[config.mk]
export PLATFORM = sky130hd
export DESIGN_NAME = multicycle_control
export DESIGN_NICKNAME = d
export VERILOG_FILES = /design/src/rtl/multicycle_control.sv
export SDC_FILE = /design/constraint.sdc
export NUM_CORES = 1
export LEC_CHECK = 0
export BUFFER_PORTS_ARGS = -buffer_cell sky130_fd_sc_hd__buf_4
export CORE_UTILIZATION = 46
export CTS_CLUSTER_SIZE = 8
export DETAILED_ROUTE_END_ITERATION = 8
export PLACE_DENSITY = 0.78
export SETUP_SLACK_MARGIN = 0.2
export SKIP_CTS_REPAIR_TIMING = 1
export SKIP_LAST_GASP = 1
export SLEW_MARGIN = 20
export SYNTH_ARGS = -nofsm -noshare
export SYNTH_HDL_FRONTEND = slang
export SYNTH_SLANG_ARGS = --single-unit
export TNS_END_PERCENT = 10
[constraint.sdc]
create_clock -name clk -period 1.9 [get_ports clk]
set_input_delay 0.19 -clock clk [delete_from_list [all_inputs] [get_ports clk]]
set_output_delay 0.19 -clock clk [all_outputs]
set_load 0.02 [all_outputs]
[src/rtl/multicycle_control.sv]
// -----------------------------------------------------------------------------
// multicycle_control
//
// Moore control FSM for the multi-cycle LEGv8 datapath. It sequences
// fetch, decode, execute, memory access and write-back. It drives every
// datapath strobe and the 2-bit ALUOp consumed by alu_control.
//
// The instruction class is decoded from the IR opcode while in DECODE and is
// captured in a class register on the DECODE exit edge. All later states
// use only that captured class, so the IR may change freely after DECODE.
//
// Outputs are combinational from the current state. The exceptions are the
// mem_ready gating in FETCH and the zero gating in BRANCH. While reset is
// high, every output, including the debug state, is forced to zero.
//
// Optional feature macro: MC_CBNZ_EN
//   defined   -> CBNZ (opcode[10:3] = 10110101) is decoded and branches when
//                the zero flag is clear.
//   undefined -> CBNZ is treated as an unsupported opcode.
//
// Ports
//   clk        in   1  rising-edge clock
//   reset      in   1  synchronous, active-high reset
//   opcode     in  11  IR[31:21]
//   zero       in   1  ALU zero flag
//   mem_ready  in   1  memory finished the current read/write this cycle
//   pc_en      out  1  PC load enable
//   pc_source  out  2  00 ALU result, 01 ALUOut (branch), 10 ALUOut (B)
//   ior_d      out  1  0 instruction address (PC), 1 data address (ALUOut)
//   mem_read   out  1  memory read request
//   mem_write  out  1  memory write request
//   ir_write   out  1  IR load enable
//   reg2loc    out  1  read-port-2 select: 1 Rt, 0 Rm
//   reg_write  out  1  register file write enable
//   mem_to_reg out  1  write-back source: 1 MDR, 0 ALUOut
//   alu_src_a  out  1  0 PC, 1 register A
//   alu_src_b  out  2  00 B, 01 const 4, 10 D-offset, 11 branch offset<<2
//   alu_op     out  2  00 add, 01 pass B, 10 R-type decode
//   illegal    out  1  one-cycle pulse in DECODE for unsupported opcodes
//   state      out  4  current state encoding (debug)
// -----------------------------------------------------------------------------
module multicycle_control (
    input  logic        clk,
    input  logic        reset,
    input  logic [10:0] opcode,
    input  logic        zero,
    input  logic        mem_ready,
    output logic        pc_en,
    output logic [1:0]  pc_source,
    output logic        ior_d,
    output logic        mem_read,
    output logic        mem_write,
    output logic        ir_write,
    output logic        reg2loc,
    output logic        reg_write,
    output logic        mem_to_reg,
    output logic        alu_src_a,
    output logic [1:0]  alu_src_b,
    output logic [1:0]  alu_op,
    output logic        illegal,
    output logic [3:0]  state
);

    typedef enum logic [3:0] {
        S_FETCH     = 4'd0,
        S_DECODE    = 4'd1,
        S_MEM_ADDR  = 4'd2,
        S_MEM_READ  = 4'd3,
        S_MEM_WB    = 4'd4,
        S_MEM_WRITE = 4'd5,
        S_EXEC_R    = 4'd6,
        S_R_WB      = 4'd7,
        S_BRANCH    = 4'd8,
        S_JUMP      = 4'd9
    } state_t;

    typedef enum logic [2:0] {
        CLS_NONE  = 3'd0,
        CLS_LDUR  = 3'd1,
        CLS_STUR  = 3'd2,
        CLS_RTYPE = 3'd3,
        CLS_CBZ   = 3'd4,
        CLS_CBNZ  = 3'd5,
        CLS_B     = 3'd6
    } cls_t;

    localparam logic [10:0] OP_LDUR = 11'b11111000010;
    localparam logic [10:0] OP_STUR = 11'b11111000000;
    localparam logic [10:0] OP_ADD  = 11'b10001011000;
    localparam logic [10:0] OP_SUB  = 11'b11001011000;
    localparam logic [10:0] OP_AND  = 11'b10001010000;
    localparam logic [10:0] OP_ORR  = 11'b10101010000;
    localparam logic [7:0]  OP_CBZ  = 8'b10110100;
    localparam logic [7:0]  OP_CBNZ = 8'b10110101;
    localparam logic [5:0]  OP_B    = 6'b000101;

    state_t state_r;
    state_t next_state_s;
    cls_t   class_r;
    cls_t   dec_class_s;

    // Map an IR opcode field onto an instruction class. Unsupported opcodes
    // return CLS_NONE.
    function automatic cls_t decode_class(input logic [10:0] op);
        cls_t c;
        c = CLS_NONE;
        if (op == OP_LDUR) begin
            c = CLS_LDUR;
        end else if (op == OP_STUR) begin
            c = CLS_STUR;
        end else if ((op == OP_ADD) || (op == OP_SUB) ||
                     (op == OP_AND) || (op == OP_ORR)) begin
            c = CLS_RTYPE;
        end else if (op[10:3] == OP_CBZ) begin
            c = CLS_CBZ;
`ifdef MC_CBNZ_EN
        end else if (op[10:3] == OP_CBNZ) begin
            c = CLS_CBNZ;
`endif
        end else if (op[10:5] == OP_B) begin
            c = CLS_B;
        end else begin
            c = CLS_NONE;
        end
        return c;
    endfunction

    // State and class registers; the class is captured only on the DECODE exit edge.
    always_ff @(posedge clk) begin
        if (reset) begin
            state_r <= S_FETCH;
            class_r <= CLS_NONE;
        end else begin
            state_r <= next_state_s;
            if (state_r == S_DECODE) begin
                class_r <= dec_class_s;
            end else begin
                class_r <= class_r;
            end
        end
    end

    // Next-state and Moore output decode; reset forces every output low.
    always_comb begin
        next_state_s = S_FETCH;
        dec_class_s  = decode_class(opcode);
        pc_en        = 1'b0;
        pc_source    = 2'b00;
        ior_d        = 1'b0;
        mem_read     = 1'b0;
        mem_write    = 1'b0;
        ir_write     = 1'b0;
        reg2loc      = 1'b0;
        reg_write    = 1'b0;
        mem_to_reg   = 1'b0;
        alu_src_a    = 1'b0;
        alu_src_b    = 2'b00;
        alu_op       = 2'b00;
        illegal      = 1'b0;
        state        = 4'd0;

        if (reset) begin
            next_state_s = S_FETCH;
        end else begin
            state = state_r;
            case (state_r)
                S_FETCH: begin
                    // PC <= PC + 4 and IR load happen on the ready cycle only
                    mem_read  = 1'b1;
                    alu_src_b = 2'b01;
                    ir_write  = mem_ready;
                    pc_en     = mem_ready;
                    if (mem_ready) begin
                        next_state_s = S_DECODE;
                    end else begin
                        next_state_s = S_FETCH;
                    end
                end
                S_DECODE: begin
                    // ALUOut <= PC + branch offset, ready for BRANCH
                    alu_src_b = 2'b11;
                    // Instructions that read Rt select it now for the A/B fetch
                    if ((dec_class_s == CLS_STUR) || (dec_class_s == CLS_CBZ) ||
                        (dec_class_s == CLS_CBNZ)) begin
                        reg2loc = 1'b1;
                    end else begin
                        reg2loc = 1'b0;
                    end
                    case (dec_class_s)
                        CLS_LDUR, CLS_STUR: next_state_s = S_MEM_ADDR;
                        CLS_RTYPE:          next_state_s = S_EXEC_R;
                        CLS_CBZ, CLS_CBNZ:  next_state_s = S_BRANCH;
                        CLS_B:              next_state_s = S_JUMP;
                        default: begin
                            illegal      = 1'b1;
                            next_state_s = S_FETCH;
                        end
                    endcase
                end
                S_MEM_ADDR: begin
                    alu_src_a = 1'b1;
                    alu_src_b = 2'b10;
                    if (class_r == CLS_STUR) begin
                        reg2loc      = 1'b1;
                        next_state_s = S_MEM_WRITE;
                    end else begin
                        reg2loc      = 1'b0;
                        next_state_s = S_MEM_READ;
                    end
                end
                S_MEM_READ: begin
                    mem_read = 1'b1;
                    ior_d    = 1'b1;
                    if (mem_ready) begin
                        next_state_s = S_MEM_WB;
                    end else begin
                        next_state_s = S_MEM_READ;
                    end
                end
                S_MEM_WB: begin
                    reg_write    = 1'b1;
                    mem_to_reg   = 1'b1;
                    next_state_s = S_FETCH;
                end
                S_MEM_WRITE: begin
                    mem_write = 1'b1;
                    ior_d     = 1'b1;
                    reg2loc   = 1'b1;
                    if (mem_ready) begin
                        next_state_s = S_FETCH;
                    end else begin
                        next_state_s = S_MEM_WRITE;
                    end
                end
                S_EXEC_R: begin
                    alu_src_a    = 1'b1;
                    alu_src_b    = 2'b00;
                    alu_op       = 2'b10;
                    next_state_s = S_R_WB;
                end
                S_R_WB: begin
                    reg_write    = 1'b1;
                    mem_to_reg   = 1'b0;
                    next_state_s = S_FETCH;
                end
                S_BRANCH: begin
                    // ALU passes Rt so zero reflects the tested register
                    alu_src_a = 1'b1;
                    alu_src_b = 2'b00;
                    alu_op    = 2'b01;
                    reg2loc   = 1'b1;
                    pc_source = 2'b01;
`ifdef MC_CBNZ_EN
                    if (class_r == CLS_CBNZ) begin
                        pc_en = ~zero;
                    end else begin
                        pc_en = zero;
                    end
`else
                    pc_en = zero;
`endif
                    next_state_s = S_FETCH;
                end
                S_JUMP: begin
                    pc_en        = 1'b1;
                    pc_source    = 2'b10;
                    next_state_s = S_FETCH;
                end
                default: begin
                    // Unused encodings recover to FETCH with all strobes low
                    next_state_s = S_FETCH;
                end
            endcase
        end
    end

endmodule

==> summary.md <==
| Metric | Value |
|---|---|
| Status | complete, but fails checks |
| Failing checks | design-rule violations, negative setup slack |
| FP Rows | 14 |
| Netlist cell types | 37 |
| Clock sink count | 7 |
| Commonest non-fill, non-tap cell in the layout | buf_4 |
| Final setup viols | 1 |
| Synthesized area | ~800 sq um |
| Maximum clock rate | 516 MHz |
| Largest net degree at the start of global routing | 20 |
| First-pass GRT wire length | 4040 um |
| Crit Path Category | flip-flop to primary output |
| Diode count | 0 |
| Drt pass-1 iters | 6 |
| Switching power | 0.118 mW |
| DP Worst Slack | 0.0260 ns |
| Die Wd | 43.7 um |
| Initial antenna violation count | 0 |
| Internal power | 0.295 mW |
| Reg-to-reg slack, setup | 0.50 ns |
| Post-DP HPWL | 1940 um |
| Area of the multi-input gates | 669 sq um |
| Clock-pin slew on the worst setup and hold paths | approximately 0.050 ns |
| Min cycle time layout | 1.94 ns |
| RSZ-0062 raised after global routing | yes |
| Worst R2R End | state_r[0] |
| Synth Net Count | 125 |
| Slew HR | between 70 and 80% |
| Final Power | between 0.4 and 0.5 mW |
| Crit Reg-Reg Startpoint | state_r[0] |
| Hold WC Path Type | input pin to flip-flop |
| Max-cap viol count | 0 |
| Io pins | 35 |
| Clock Tree Root | clkbuf_4 |
| Area Growth Syn to Fin | 58.0% |
| PwrDens | roughly 330 nW/um^2 |
| Sequential power share | between 30% and 40% |
| #FFs+latches synth | 7 |
| H-Tree Depth | 1 |
| CTS tree | done |
| Most frequent cells in the layout | buf_4 (47), nor2_1 (17), nand2_1 (8), a21oi_1 (6) |
| Die ar. | 1910 sq um |
| Crit path to | reg2loc |
| Crit Path Max Fanout | 3 |
| Final wirelength | 2640 um |
| Critical Path RT | 1.71 ns |
| Critical path buffers and inverters | 1 |
| Arrival time at the worst endpoint | 1.75 ns |
| Critical path's slowest cell | or3b_4 |
| Setup WS post-layout | -0.0375 ns |
| Initial Util | 51.2% |
| Yosys warnings | 0 |
| Skew final | 0.000877 ns |
| Avg WL per Cell | 15.3 um |
| Number of flops mapped to enable cells by yosys | 0 |
| R2R depth | 7 |
| Syn Inst Count | 110 |
| IO Port Bufs | 34 |
| Residual DRC count | 3 |
| Worst-margin pin slew | between 0.3 and 0.4 ns |
| Vias in the first global route | approximately 940 |
| Drt first-iter violations | 17 |
| Routability Congestion | 0.889 |
| Worst skew pair latency | 0.24 ns |
| Layout cells sized above 1 | 45.9% |
| Layout Nets | around 170 |
| DIE HEIGHT | around 44 um |
| Crit path top cell by count | nand2b_4 |
| Main flop type after synthesis | dfxtp_1 |
| Startpoint Class | flip-flop |
| Clock power frac | 30.4% |
| Combinational power share | between 30% and 40% |
| CTS buffer count | 3 |
| Avg Inst Size Synth | slightly above 7 sq um |
| Worst path max stage delay | 0.41 ns |
| Hold Violations, Final | 0 |
| Reg area | 144 sq um |
| Max VDD drop | between 0.3 and 0.4 mV |
| Overall Global Routing Usage | 28.1% |
| Crit-path leading delay family | simple AND/OR/NAND/NOR gates |
| Fin crit share | 102% |
| CP Cell Sequence | nand2b_4, nor3_4, nand2b_4, or3b_4, a211oi_4, buf_6 |
| WP depth | 6 |
| Antenna-violating nets left | 0 |
| CORE AREA | 1560 sq um |
| Post-synthesis sequential area ratio | 17.6% |
| Critical Path Sink Type | primary output |
| Async set or reset register ratio after synthesis | 0% |
| CP Launch Point | state_r[1] |
| Vias after detailed routing | 1012 |
| Overflow after GRT | 0 |
| Switching portion of total power | between 20 and 30% |
| Leakage | 0.512 nW |
| Fill cell count | 111 |
| Fin. max-slew vios | 0 |
| Via density | 5.85 |
| Bufs on Longest Clock Path | 2 |
==> worst register-to-register path: stages (launching register included) <==
cell	delay (ns)
dfxtp_2	0.33
buf_6	0.14
buf_4	0.15
nor2b_1	0.15
mux2i_1	0.13
o22ai_1	0.11
a32oi_1	0.19
nor2_1	0.07
==> layout make-up <==
| type | instances | share of cell area, % |
|---|---|---|
| tap | 16 | 1.59 |
| timing repair buffer | 50 | 31.0 |
| sequential | 7 | 11.4 |
| clock buffer | 4 | 2.08 |
| inverter | 3 | 0.893 |
| multi-input combinational | 93 | 53.1 |
==> worst min path at each step <==
stage	from	end	slack [ns]	depth (start not counted)
3_5_place_dp	class_r[1]	class_r[1]	0.48	2
5_1_grt	reset	class_r[0]	0.29	2
4_1_cts	reset	class_r[2]	0.26	2
6_report	reset	class_r[2]	0.27	2
2_1_floorplan	opcode[7]	state_r[2]	0.41	3
3_3_place_gp	class_r[1]	class_r[1]	0.47	2
==> cell families after synthesis <==
logic type / share of synthesized area (%)
muxes: 6.27
AOI/OAI and AO/OA: 20.8
and+or+nand+nor: 49.1
buffers and inverters: 5.17
DFF: 17.6
xor gates and xnor gates: 1.10
==> flip-flops by register name, summed over array words and instances (netlist names) <==
register and flops:
state_r 4, class_r 3
==> power by group through the flow <==
stage	clock, mW	combinational, mW	sequential (mW)
after global placement	0	0.121	0.153
after detailed placement	0	0.125	0.153
after floorplan	0	0.0675	0.152
final	0.126	0.137	0.151
after CTS	0.134	0.125	0.150
after global routing	0.138	0.146	0.151
==> per-layer routing <==
layer  wire length (um)  GRT usage, %
met1               1120          35.5
met2               1360          47.8
met3                112          3.75
met4                 45          11.9
met5                  0             0
==> cell usage after synthesis, types with 2 or more instances <==
cell type  number  area, sq um
a21oi_1         6         30.0
mux2i_1         5         50.1
nor2b_1         6         37.5
a32oi_1         3         26.3
clkbuf_1        6         22.5
nand2b_1        5         31.3
o22ai_1         2         12.5
nor2_1         17         63.8
nand2_1         8         30.0
nor4b_1         2         17.5
nor4_1          3         18.8
inv_1           3         11.3
nor3_1          4         20.0
dfxtp_1         7          140
nand3_1         4         20.0
nor3b_1         3         22.5
o21ai_0         6         30.0
==> metrics by stage <==
step           TNS (ns)  area (sq um)  hold slack (ns)  std cells  utilization, %
6_report        -0.0375          1260            0.270        173            80.9
2_1_floorplan         0           837            0.411        110               -
5_1_grt          -0.125          1260            0.286        173            80.9
3_3_place_gp          0          1160            0.475        164            74.7
3_5_place_dp          0          1160            0.483        164            74.7
4_1_cts          -0.132          1190            0.259        168            76.4
(Power assumes the default switching activity.)
